**config.mk**
```make
export PLATFORM = sky130hd
export DESIGN_NAME = if_prefetch_queue
export DESIGN_NICKNAME = d
export VERILOG_FILES = /design/src/rtl/ifq_pkg.sv /design/src/rtl/ifq_fifo.sv /design/src/rtl/if_prefetch_queue.sv
export SDC_FILE = /design/constraint.sdc
export NUM_CORES = 1
export LEC_CHECK = 0
export CAP_MARGIN = 20
export CORE_MARGIN = 2
export CORE_UTILIZATION = 52
export DETAILED_ROUTE_END_ITERATION = 8
export GPL_ROUTABILITY_DRIVEN = 0
export PLACE_DENSITY = 0.76
export REMOVE_ABC_BUFFERS = 1
export SYNTH_ARGS = -nofsm -noshare
export SYNTH_HDL_FRONTEND = slang
export SYNTH_SLANG_ARGS = --single-unit
```
**constraint.sdc**
```tcl
create_clock -name clk -period 5.8 [get_ports clk]
set_input_delay 1.74 -clock clk [delete_from_list [all_inputs] [get_ports clk]]
set_output_delay 1.74 -clock clk [all_outputs]
set_load 0.02 [all_outputs]
```
**src/rtl/ifq_pkg.sv**
```systemverilog
// ifq_pkg: shared types and constants for the instruction-fetch prefetch queue.
//   ifq_state_e  - fetch FSM state (FETCH / WAIT / DROP)
//   IFQ_NOP      - instruction presented when the queue head is empty
//   IFQ_PC_STEP  - sequential PC increment
package ifq_pkg;

    typedef enum logic [1:0] {
        IFQ_FETCH = 2'd0,
        IFQ_WAIT  = 2'd1,
        IFQ_DROP  = 2'd2
    } ifq_state_e;

    localparam logic [31:0] IFQ_NOP     = 32'h0000_0000;
    localparam int unsigned IFQ_PC_STEP = 4;

endpackage

```
**src/rtl/ifq_fifo.sv**
```systemverilog
// ifq_fifo: ring-buffer queue with read/write pointers, occupancy count,
// push/pop and a synchronous flush that empties the queue.
//   clk, rst   - clock, asynchronous active-high reset
//   push_i     - write wdata_i at the tail (ignored when full or flushing)
//   pop_i      - advance the head (ignored when empty or flushing)
//   flush_i    - empty the queue on this edge; overrides push and pop
//   rdata_o    - head entry (contents undefined when empty_o)
//   empty_o    - no entries held
//   full_o     - DEPTH entries held
module ifq_fifo #(
    parameter int WIDTH = 64,
    parameter int DEPTH = 4
) (
    input  logic             clk,
    input  logic             rst,
    input  logic             push_i,
    input  logic             pop_i,
    input  logic             flush_i,
    input  logic [WIDTH-1:0] wdata_i,
    output logic [WIDTH-1:0] rdata_o,
    output logic             empty_o,
    output logic             full_o
);

    localparam int PW = $clog2(DEPTH);
    localparam int CW = PW + 1;

    logic [WIDTH-1:0] mem_q [DEPTH];
    logic [PW-1:0]    rd_ptr_q;
    logic [PW-1:0]    wr_ptr_q;
    logic [CW-1:0]    count_q;
    logic             do_push;
    logic             do_pop;

    assign empty_o = (count_q == '0);
    assign full_o  = (count_q == CW'(DEPTH));
    assign do_push = push_i && !full_o && !flush_i;
    assign do_pop  = pop_i && !empty_o && !flush_i;
    assign rdata_o = mem_q[rd_ptr_q];

    // DEPTH is a power of two, so the pointers wrap by natural overflow.
    always_ff @(posedge clk or posedge rst) begin
        if (rst) begin
            rd_ptr_q <= '0;
            wr_ptr_q <= '0;
            count_q  <= '0;
        end else if (flush_i) begin
            rd_ptr_q <= '0;
            wr_ptr_q <= '0;
            count_q  <= '0;
        end else begin
            if (do_push) wr_ptr_q <= wr_ptr_q + PW'(1);
            if (do_pop)  rd_ptr_q <= rd_ptr_q + PW'(1);
            unique case ({do_push, do_pop})
                2'b10:   count_q <= count_q + CW'(1);
                2'b01:   count_q <= count_q - CW'(1);
                default: count_q <= count_q;
            endcase
        end
    end

    // Storage needs no reset: an empty queue is never read as valid.
    always_ff @(posedge clk) begin
        if (do_push) mem_q[wr_ptr_q] <= wdata_i;
    end

endmodule

```
**src/rtl/if_prefetch_queue.sv**
```systemverilog
// if_prefetch_queue: instruction-fetch front end. Issues sequential fetches
// (one outstanding at most), buffers {PC, instruction} pairs and presents the
// head to the IF stage; flushes on branch/jump redirect.
//   clk, rst                - clock, asynchronous active-high reset
//   imem_req/imem_addr      - fetch request (accepted in the cycle asserted)
//   imem_ack/imem_data      - return for the outstanding request
//   stall                   - hold the head entry
//   redirect/redirect_pc    - flush queue and restart fetching at redirect_pc
//   IF_valid/IF_inst        - head valid / head instruction (NOP when empty)
//   IF_TruePC/IF_TrueNextPC - head PC (0 when empty) and PC + 4
//   perf_flushes/perf_starve- saturating event counters
// Build option: define IFQ_PERF_EN to generate the performance counters;
// otherwise both perf outputs are tied to zero.
//
// state | meaning
// FETCH | request next word when a queue slot is free
// WAIT  | request in flight, data will be pushed
// DROP  | request in flight after a redirect, data will be discarded
module if_prefetch_queue
    import ifq_pkg::*;
#(
    parameter int                DATA_W   = 32,
    parameter int                ADDR_W   = 32,
    parameter int                DEPTH    = 4,
    parameter logic [ADDR_W-1:0] RESET_PC = '0
) (
    input  logic              clk,
    input  logic              rst,
    output logic              imem_req,
    output logic [ADDR_W-1:0] imem_addr,
    input  logic              imem_ack,
    input  logic [DATA_W-1:0] imem_data,
    input  logic              stall,
    input  logic              redirect,
    input  logic [ADDR_W-1:0] redirect_pc,
    output logic              IF_valid,
    output logic [DATA_W-1:0] IF_inst,
    output logic [ADDR_W-1:0] IF_TruePC,
    output logic [ADDR_W-1:0] IF_TrueNextPC,
    output logic [15:0]       perf_flushes,
    output logic [15:0]       perf_starve
);

    ifq_state_e               state_q;
    logic [ADDR_W-1:0]        fetch_pc_q;
    logic                     fifo_push;
    logic                     fifo_pop;
    logic                     fifo_empty;
    logic                     fifo_full;
    logic [ADDR_W+DATA_W-1:0] fifo_head;

    // A request is only made with a free slot, so the returning word always fits.
    assign imem_req  = !rst && !redirect && (state_q == IFQ_FETCH) && !fifo_full;
    assign imem_addr = fetch_pc_q;

    assign fifo_push = (state_q == IFQ_WAIT) && imem_ack && !redirect;
    assign fifo_pop  = IF_valid && !stall && !redirect;

    ifq_fifo #(
        .WIDTH (ADDR_W + DATA_W),
        .DEPTH (DEPTH)
    ) u_fifo (
        .clk     (clk),
        .rst     (rst),
        .push_i  (fifo_push),
        .pop_i   (fifo_pop),
        .flush_i (redirect),
        .wdata_i ({fetch_pc_q, imem_data}),
        .rdata_o (fifo_head),
        .empty_o (fifo_empty),
        .full_o  (fifo_full)
    );

    assign IF_valid      = !fifo_empty;
    assign IF_inst       = IF_valid ? fifo_head[DATA_W-1:0] : DATA_W'(IFQ_NOP);
    assign IF_TruePC     = IF_valid ? fifo_head[ADDR_W+DATA_W-1:DATA_W] : '0;
    assign IF_TrueNextPC = IF_TruePC + ADDR_W'(IFQ_PC_STEP);

    always_ff @(posedge clk or posedge rst) begin
        if (rst) begin
            state_q    <= IFQ_FETCH;
            fetch_pc_q <= RESET_PC;
        end else if (redirect) begin
            fetch_pc_q <= redirect_pc;
            // An ack in the redirect cycle completes the in-flight request
            // (its data is discarded), so there is nothing left to drop.
            if (state_q == IFQ_FETCH || imem_ack) state_q <= IFQ_FETCH;
            else                                  state_q <= IFQ_DROP;
        end else begin
            unique case (state_q)
                IFQ_FETCH: if (imem_req) state_q <= IFQ_WAIT;
                IFQ_WAIT: begin
                    if (imem_ack) begin
                        fetch_pc_q <= fetch_pc_q + ADDR_W'(IFQ_PC_STEP);
                        state_q    <= IFQ_FETCH;
                    end
                end
                IFQ_DROP: if (imem_ack) state_q <= IFQ_FETCH;
                default:  state_q <= IFQ_FETCH;
            endcase
        end
    end

`ifdef IFQ_PERF_EN
    logic [15:0] flushes_q, flushes_d;
    logic [15:0] starve_q, starve_d;

    always_comb begin
        flushes_d = flushes_q;
        starve_d  = starve_q;
        if (redirect && flushes_q != 16'hFFFF)                flushes_d = flushes_q + 16'd1;
        if (!IF_valid && !stall && starve_q != 16'hFFFF)      starve_d  = starve_q + 16'd1;
    end

    always_ff @(posedge clk or posedge rst) begin
        if (rst) begin
            flushes_q <= '0;
            starve_q  <= '0;
        end else begin
            flushes_q <= flushes_d;
            starve_q  <= starve_d;
        end
    end

    assign perf_flushes = flushes_q;
    assign perf_starve  = starve_q;
`else
    assign perf_flushes = '0;
    assign perf_starve  = '0;
`endif

endmodule

```
==> reports/results.md <==
| Item | Value | Unit |
|---|---|---|
| Number of iterations in the first detailed-routing pass | 5 | - |
| Maximum number of pins on one net before global-route repair | 73 | - |
| Cts hold-fix bufs | 0 | - |
| Root Buffer Master | sky130_fd_sc_hd__clkbuf_16 | - |
| Routed wire length per instance | 20.2 | um |
| Post-synthesis instance area | 13000 | um^2 |
| Global-route congestion overflow total | 0 | - |
| Kind of path behind the tightest hold check | reg -> reg | - |
| Final layout net count | 1085 | - |
| Overall Power | 6.14 | mW |
| Half-perimeter wire length after detailed placement | 17.7 | mm |
| Run status | finished clean | - |
| Static leakage | 5.46 | nW |
| Sort of element at the end of the critical path | primary output | - |
| Most area-consuming cells after synthesis | sky130_fd_sc_hd__edfxtp_1 59%, sky130_fd_sc_hd__mux4_2 9.5%, sky130_fd_sc_hd__dfrtp_1 7.9% | - |
| Vias per Instance | 5.48 | - |
| Data arrival, critical path | 3.78 | ns |
| Maxcap violations | 0 | - |
| Resized Gates After CTS | 0 | - |
| First-pass GRT wire length | 42.4 | mm |
| Cell types with the highest counts after synthesis | 256 x sky130_fd_sc_hd__edfxtp_1, 67 x sky130_fd_sc_hd__and2_1, 56 x sky130_fd_sc_hd__nand2_1 | - |
| TritonCTS clock tree | done | - |
| RSZ-0062 raised after global routing | no | - |
| Vias in the first global route | 7510 | - |
| Most instantiated library cell after synthesis | sky130_fd_sc_hd__edfxtp_1 | - |
| Final hold slack | 0.546 | ns |
| Leading register cell type out of synthesis | sky130_fd_sc_hd__edfxtp_1 | - |
| Synth warnings | 0 | - |
| Final period util | 0.951 | - |
| Chip width | 162 | um |
| Timing-limited maximum frequency | 181 | MHz |
| Inserted Clock Buffers | 29 | - |
| Worst path cell trace | mux4_1 > nand2_1 > inv_1 > ha_1 > and3_2 > and3_4 > o2111ai_2 > xnor2_1 > clkdlybuf4s50_1 | - |
| Residual DRC | 0 | - |
| Final std cell area, no fill | 16100 | um^2 |
| Post-synth ARST share | 0.138 | - |
| Antenna violations before repair | 1 | - |
| Maximum clock insertion buffer count | 3 | - |
| Multi-input logic area | 3890 | um^2 |
| CP peak stage delay | 0.82 | ns |
| Syn avg cell area | 16.2 | um^2 |
| Fillers | 1733 | - |
| Post-synth top area share | 0.591 | - |
| Synthesized instance count | 804 | - |
| Post-synth top area cell | sky130_fd_sc_hd__edfxtp_1 | - |
| Unique cell type count in the Yosys netlist | 50 | - |
| Setup clock skew after layout | 0.0181 | ns |
| Top-Level Pins | 231 | - |
| Worst max-slew margin expressed relative to the limit | 0.553 | - |
| Count of buffers inserted at the top-level ports | 198 | - |
| PwrDens | 381 | nW/um^2 |
| Top fanout value on the critical path | 32 | - |
| Start-to-end type of the worst setup path | reg -> out | - |
| Clock edge transition at the registers on the reported setup and hold paths | 0.06 | ns |
| Cell with the largest stage delay on the worst path | sky130_fd_sc_hd__dfrtp_4 | - |
| Total track usage | 0.210 | - |
| Total wire length | 27.4 | mm |
| Number of clock sinks | 297 | - |
| Initial core utilization | 0.532 | - |
| Post-Place Cell Area | 15200 | um^2 |
| Area of the placeable core | 24500 | um^2 |
| Number of flops mapped to enable cells by yosys | 256 | - |
| Sequential share of the synthesized area | 0.670 | - |
| Worst-skew pair later-pin latency | 0.54 | ns |
| Total number of H-tree levels | 1 | - |
| Setup TNS Final | 0 | ns |
| Total die area | 26300 | um^2 |
| Drt first-iter violations | 519 | - |
| Worst path top cell family by delay | flip-flops | - |
| Via Count | 7420 | - |
| Number of routed nets with antenna violations | 0 | - |
| Register cell area after layout | 8720 | um^2 |
| Post-synthesis to final-layout area growth | 23.8 | % |
| Least-Margin Pin Slew | 0.671 | ns |
| Yosys reg bits | 297 | - |
| Total of endpoints with negative setup slack in the final report | 0 | - |
| Die height | 162 | um |
| Fin. Hold Viols | 0 | - |
| Peak supply drop | 0.000250 | V |
| Final Critical Period | 5.52 | ns |
| Share of cells above drive strength 1 | 0.138 | - |
| Setup fix buffers added after clock tree synthesis | 0 | - |
| Number of diodes | 0 | - |
| Count of standard-cell rows | 57 | - |
| Data required, critical path | 4.06 | ns |
| Final count of pins violating max slew | 0 | - |
| Critical path launch point type | flip-flop | - |
| Buffer and inverter count on the worst path | 2 | - |
flip-flops by register name, summed over array words and instances, names as in the netlist:
signal,cells
u_fifo.mem_q,256
imem_addr,32
u_fifo.count_q,3
state_q,2
u_fifo.rd_ptr_q,2
u_fifo.wr_ptr_q,2
stage by stage:
stage	worst slack, ns	std cells	utilization
after floorplan	-0.806	763	-
after global placement	0.855	1300	0.621
after detailed placement	0.814	1300	0.621
after CTS	0.240	1354	0.659
after global routing	0.0568	1354	0.659
final	0.284	1354	0.659
final cells by class:
type,instances,area share
Clock buffer,38,0.0502
Clock inverter,16,0.00707
Inverter,13,0.00303
Multi-Input combinational cell,453,0.241
Sequential cell,297,0.541
Tap cell,324,0.0252
Timing Repair Buffer,213,0.132
cells in the final DEF, fill, tap and decap left out, drive strengths merged, types with 9 or more instances in the layout:
master | synthesis | final
mux4 | 63 | 63
nand3 | 26 | 26
nand4 | 9 | 9
xor2 | 26 | 26
nor2 | 20 | 20
clkinv | 0 | 12
and2 | 70 | 70
clkbuf | 20 | 38
buf | 52 | 16
and3 | 18 | 18
inv | 13 | 16
xnor2 | 36 | 36
clkdlybuf4s50 | 0 | 197
nand2 | 56 | 56
edfxtp | 256 | 256
o21ai | 32 | 32
conb | 1 | 32
dfrtp | 41 | 41
logic make-up after synthesis:
kind of cell	after synthesis	share of synthesized area
xor+xnor	62	0.0417
flops	297	0.670
simple gates	230	0.0970
mux	73	0.119
fa+ha+maj	9	0.00923
other cells	1	0.000288
buf+inv	85	0.0414
compound gates	47	0.0213
metal layers:
layer / GRT usage / vias to the layer above / wire length, um
li1: - / 3379 / -
met1: 0.289 / 3715 / 11300
met2: 0.353 / 286 / 13600
met3: 0.0345 / 40 / 1960
met4: 0.0527 / 0 / 577
met5: 0 / - / 0
power breakdown:
part / leakage (nW) / switching, mW / internal (mW) / total (mW)
registers: 2.82 / 0.113 / 2.39 / 2.50
clock network: 0.461 / 0.761 / 1.03 / 1.79
logic: 2.19 / 0.951 / 0.898 / 1.85
worst reg2reg max path, cell delays in order (launching register included):
cell,delay (ns)
sky130_fd_sc_hd__dfrtp_1,0.52
sky130_fd_sc_hd__ha_1,0.20
sky130_fd_sc_hd__and3_1,0.29
sky130_fd_sc_hd__nand3_1,0.29
sky130_fd_sc_hd__nor4_1,0.66
sky130_fd_sc_hd__nand2_1,0.16
sky130_fd_sc_hd__xnor2_1,0.16
sky130_fd_sc_hd__mux2_2,0.27
worst paths after layout:
path / from / end / slack [ns] / cells after the start
setup / recovery: u_fifo.rd_ptr_q[0]$_DFFE_PP0P_ / IF_TrueNextPC[24] / 0.28 / 9
hold / removal: state_q[1]$_DFFE_PP0P_ / state_q[1]$_DFFE_PP0P_ / 0.55 / 2
setup reg to reg: imem_addr[2]$_DFFE_PP0P_ / imem_addr[30]$_DFFE_PP0P_ / 3.14 / 7
hold reg to reg: state_q[1]$_DFFE_PP0P_ / state_q[1]$_DFFE_PP0P_ / 0.55 / 2
max in group asynchronous: rst / u_fifo.rd_ptr_q[0]$_DFFE_PP0P_ / 3.66 / 3
min in group asynchronous: rst / imem_addr[12]$_DFFE_PP0P_ / 1.68 / 3
Note: power is estimated with default switching activity, not from simulation.
